## config.mk

```make
export PLATFORM = sky130hd
export DESIGN_NAME = mem_access_unit
export DESIGN_NICKNAME = d
export VERILOG_FILES = /design/src/rtl/mem_access_unit.sv
export SDC_FILE = /design/constraint.sdc
export NUM_CORES = 1
export LEC_CHECK = 0
export CAP_MARGIN = 30
export CORE_MARGIN = 2
export CORE_UTILIZATION = 51
export CTS_BUF_LIST = sky130_fd_sc_hd__clkbuf_8
export DETAILED_ROUTE_END_ITERATION = 12
export GPL_TIMING_DRIVEN = 1
export MAX_ROUTING_LAYER = met4
export PLACE_DENSITY = 0.88
export SLEW_MARGIN = 20
export SYNTH_ARGS = -nofsm -noshare
export SYNTH_HDL_FRONTEND = slang
export SYNTH_SLANG_ARGS = --single-unit
export TNS_END_PERCENT = 30
```

## constraint.sdc

```tcl
create_clock -name clk -period 3.8 [get_ports clk]
set_clock_uncertainty 0.2 [all_clocks]
set_input_delay 0.57 -clock clk [delete_from_list [all_inputs] [get_ports clk]]
set_output_delay 0.57 -clock clk [all_outputs]
set_load 0.05 [all_outputs]
```

## src/rtl/mem_access_unit.sv

```systemverilog
// Initiator-side controller for a single-port synchronous memory.
// Accepts CPU load/store requests over valid/ready, drives registered memory
// address/data/write-enable, and returns read bursts (1..16 beats), write
// acks and out-of-range errors as a single-cycle-per-beat response stream.
module mem_access_unit #(
  parameter int unsigned ADDR_W    = 16,
  parameter int unsigned DATA_W    = 16,
  parameter int unsigned MEM_DEPTH = 16384,
  parameter int unsigned LEN_W     = 4
) (
  input  logic              clk,
  input  logic              reset,
  input  logic              req_valid,
  output logic              req_ready,
  input  logic              req_write,
  input  logic [ADDR_W-1:0] req_addr,
  input  logic [DATA_W-1:0] req_wdata,
  input  logic [LEN_W-1:0]  req_len,
  output logic              resp_valid,
  output logic [DATA_W-1:0] resp_data,
  output logic              resp_last,
  output logic              resp_err,
  output logic [ADDR_W-1:0] mem_addr,
  output logic [DATA_W-1:0] mem_wdata,
  output logic              mem_we,
  input  logic [DATA_W-1:0] mem_rdata
);

  typedef enum logic [1:0] {IDLE, WRITE, READ, ERR} state_t;

  localparam logic [ADDR_W:0] DEPTH     = (ADDR_W+1)'(MEM_DEPTH);
  localparam logic [ADDR_W:0] LAST_ADDR = (ADDR_W+1)'(MEM_DEPTH - 1);

  state_t            state;
  logic [LEN_W-1:0]  len_q;
  logic [LEN_W:0]    issued;
  logic [LEN_W-1:0]  received;
  logic              primed;
  logic [ADDR_W:0]   end_addr;
  logic              req_bad;

  assign req_ready = (state == IDLE);

  // Range check on a one-bit-wider sum so a burst cannot wrap past the top.
  always_comb begin
    end_addr = {1'b0, req_addr} + {{(ADDR_W+1-LEN_W){1'b0}}, req_len};
    req_bad  = ({1'b0, req_addr} >= DEPTH) || (end_addr > LAST_ADDR) ||
               (req_write && (req_len != '0));
  end

  // Request FSM with registered memory-side and response-side outputs.
  always_ff @(posedge clk or negedge reset) begin
    if (!reset) begin
      state      <= IDLE;
      mem_addr   <= '0;
      mem_wdata  <= '0;
      mem_we     <= 1'b0;
      resp_valid <= 1'b0;
      resp_data  <= '0;
      resp_last  <= 1'b0;
      resp_err   <= 1'b0;
      len_q      <= '0;
      issued     <= '0;
      received   <= '0;
      primed     <= 1'b0;
    end else begin
      resp_valid <= 1'b0;
      resp_last  <= 1'b0;
      resp_err   <= 1'b0;
      case (state)
        IDLE: begin
          if (req_valid) begin
            if (req_bad) begin
              state <= ERR;
            end else if (req_write) begin
              mem_addr  <= req_addr;
              mem_wdata <= req_wdata;
              mem_we    <= 1'b1;
              state     <= WRITE;
            end else begin
              mem_addr <= req_addr;
              len_q    <= req_len;
              issued   <= (LEN_W+1)'(1);
              received <= '0;
              primed   <= 1'b0;
              state    <= READ;
            end
          end
        end
        WRITE: begin
          mem_we     <= 1'b0;
          resp_valid <= 1'b1;
          resp_last  <= 1'b1;
          resp_data  <= '0;
          state      <= IDLE;
        end
        READ: begin
          // Issue and receive run concurrently; receive trails issue by two
          // edges because memory data lands one cycle after its address edge.
          if (issued <= {1'b0, len_q}) begin
            mem_addr <= mem_addr + ADDR_W'(1);
            issued   <= issued + (LEN_W+1)'(1);
          end
          if (!primed) begin
            primed <= 1'b1;
          end else begin
            resp_valid <= 1'b1;
            resp_data  <= mem_rdata;
            received   <= received + LEN_W'(1);
            if (received == len_q) begin
              resp_last <= 1'b1;
              state     <= IDLE;
            end
          end
        end
        ERR: begin
          resp_valid <= 1'b1;
          resp_err   <= 1'b1;
          resp_last  <= 1'b1;
          resp_data  <= '0;
          state      <= IDLE;
        end
        default: state <= IDLE;
      endcase
    end
  end

endmodule

```

==> impl_metrics.py <==
metrics = {
    "status": {
        "status": "finished clean",
    },
    "die": {
        "die_area_mm2": 0.00710,
        "start_util_pct": 52.3,
        "die_w_um": 84.3,
        "num_io_pins": 109,
        "core-area_mm2": 0.00628,
        "rows": 29,
        "die_h_um": 84.3,
    },
    "worst_setup_path": {
        "crit_fanout": 6,
        "cp-start-kind": "input port",
        "cp-end-kind": "register",
        "worstPathArrival_ps": 3120,
        "cp_slowest_cell": "or4_1",
        "required_ps": 3890,
        "worst_path_largest_cell_delay_ps": 530,
        "reg2reg_slack_ps": 1190,
        "path_class": "in2reg",
        "crit_chain": "clkdlybuf4s50_1 -> ha_1 -> inv_1 -> fa_1 -> and3b_1 -> a211oi_2 -> o41ai_4 -> buf_4 -> nor3_4 -> or4_1 -> nand2_1",
    },
    "global_route": {
        "grt.total_usage_pct": 25.0,
        "met2_usage_pct": 40.9,
        "overflow": 0,
        "grtUsageMet3_pct": 6.00,
        "grt_max_degree": 37,
        "grt_pass1_vias": 2908,
        "gr-usage-met1_pct": 29.9,
        "antenna_found_initial": 0,
        "grt-busiest-layer": "met2",
        "grt_pass1_wl_um": 13800,
    },
    "flow_run": {
        "drv_cap": 0,
    },
    "power_and_ir_drop": {
        "peakVddDrop_mv": 0.576,
        "p_leak_nw": 2.07,
        "powerDensity_mw_per_mm2": 872,
    },
    "synthesis": {
        "async_flop_share_pct": 100,
        "yosysWarnings": 0,
        "ys_ff_latch": 68,
        "synth_edf_count": 0,
        "avgSynthCellArea_um2": 10.6,
        "synthFlopType": "dfrtp_1",
        "synth_area_mm2": 0.00329,
        "syn_nets": 377,
        "synth.distinct_cells": 46,
        "netlist_instances": 310,
        "seq_area_frac_synth_pct": 51.8,
    },
    "place": {
        "dp.cells": 490,
        "gp_routability_congestion": 0.848,
        "dp_hpwl_um": 5970,
        "portBuffers": 108,
    },
    "drt": {
        "drc": 0,
        "drt_wl_total_um": 8290,
        "dr_total_vias": 2863,
        "antenna_left": 0,
        "vias_per_cell": 5.67,
        "drt_pass1_iterations": 5,
        "drt_iter0_markers": 187,
        "wire_per_inst_um": 16.4,
    },
    "timing": {
        "layout_worst_path_cycle_share_pct": 79.7,
        "maxSlewViolCount": 0,
        "rsz0062_at_grt": "false",
        "setup_viol_count_final": 0,
        "worst_pin_slew_ps": 733,
        "tns_ps": 0,
        "relSlewSlack_pct": 51.1,
        "period_needed_ps": 3030,
        "hold_viol_final": 0,
        "fmax_ghz": 0.330,
    },
    "clocking": {
        "cts_tree": "built",
        "postCtsSetupBuffers": 0,
        "cts_hold_buf": 0,
        "clk_pin_slew_ps": 80,
        "clk_latency_ps": 350,
        "cts_resized": 0,
        "cts_root_buffer": "clkbuf_8",
        "htreeDepth": 3,
        "cts_made_buffers": 9,
        "clock_tree.buffer_depth": 2,
        "clock_sinks": 68,
    },
    "layout": {
        "nets": 491,
        "synthToLayoutAreaGrowth_pct": 42.6,
        "antenna_cells": 0,
        "drive_above_1_share_pct": 12.9,
        "fin_cells": 505,
    },
    "min_path": {
        "hold_class": "in2async",
    },
}
[layout make-up]
class                   count  area [um2]
clock inverters             6        88.8
repair buffers            117        1140
flip-flops and latches     68        1700
fillers                   410        1590
well taps                  77        96.3
multi-input cells         216        1490
clock buffers               9         124
inverters                  12        45.0
[critical path, delay by kind of cell]
family                   cells  cell delay (ps)
adder cells (fa/ha/maj)      2              510
AND/OR/NAND/NOR              4              880
AO/OA/AOI/OAI                2              370
buffers and inverters        3              800
[path summary, 6_finish.rpt]
check,from,endpoint,depth (start not counted)
hold reg to reg,resp_data[8],resp_data[8],1
max in group asynchronous,reset,state[1],2
min in group clk,resp_data[8],resp_data[8],1
hold / removal,reset,resp_data[11],1
setup reg to reg,issued[2],mem_addr[14],8
setup / recovery,req_len[0],received[3],11
[cell families (layout without fill, tap and decap cells)]
logic type               Yosys count  after routing  share of synthesized area, %
buffers and inverters             26            144                          3.35
XOR/XNOR                           5              5                          1.33
AO/OA/AOI/OAI                     81             81                          17.4
AND/OR/NAND/NOR                   99             99                          14.9
flip-flops                        68             68                          51.8
adder cells (fa/ha/maj)           11             11                          4.42
multiplexers                      20             20                          6.78
[sequential cells by signal, indices dropped and copies added (netlist names)]
register / flops
state: 2
resp_valid: 1
resp_err: 1
mem_wdata: 16
issued: 5
primed: 1
received: 4
mem_we: 1
resp_last: 1
len_q: 4
resp_data: 16
mem_addr: 16
[synth_stat cells (all sizes together) (3+ instances only)]
| master | number | area share (%) |
|---|---|---|
| dfrtp | 68 | 52 |
| nand2 | 35 | 4.0 |
| a21oi | 22 | 3.4 |
| nor2 | 21 | 2.4 |
| a22o | 20 | 5.3 |
| mux2 | 18 | 6.2 |
| o21ai | 17 | 2.6 |
| inv | 12 | 1.4 |
| nand3 | 11 | 1.7 |
| ha | 10 | 3.8 |
| clkbuf | 9 | 1.0 |
| nand4 | 6 | 1.1 |
| buf | 5 | 0.95 |
| o22ai | 5 | 0.95 |
| nor3 | 4 | 1.3 |
| or3 | 4 | 0.76 |
| xnor2 | 4 | 1.1 |
| a31oi | 3 | 0.57 |
| and2 | 3 | 0.57 |
| nor4 | 3 | 0.57 |
| or2 | 3 | 0.57 |
[where the power goes]
part / leakage (nW) / switching (mW) / total [mW] / internal [mW]
clock network: 0.102 / 0.286 / 0.652 / 0.367
registers: 0.853 / 0.250 / 1.23 / 0.983
logic: 1.11 / 1.39 / 2.20 / 0.807
[metrics by stage]
step                      setup slack, ps  area (um2)  util (%)  power, mW  hold slack (ps)
final                                 772        4680      74.6       4.08             7.51
after global routing                  646        4680      74.6       4.33             38.7
after global placement                485        4470      71.2       3.33              289
after CTS                             771        4680      74.6       4.09             12.9
after detailed placement              396        4470      71.2       3.42              290
after floorplan                      1010        3290         -       2.70             74.4
[placed cells by master (no fill, tap or decap), types with 10 or more instances in the layout]
cell type / netlist / routed
nand3_1: 11 / 11
a22o_1: 20 / 20
inv_1: 12 / 12
clkdlybuf4s50_1: 0 / 107
nand2_1: 35 / 35
dfrtp_1: 68 / 68
a21oi_1: 22 / 22
o21ai_0: 16 / 16
nor2_1: 21 / 20
ha_1: 10 / 10
mux2_2: 18 / 18
[per-layer routing]
metal  vias up  share of wire, %
li1       1345                 -
met1      1379                40
met4         0               1.3
met2       128                52
met5         -                 0
met3        11               6.9
No activity file was read; power rests on OpenSTA's default activity.
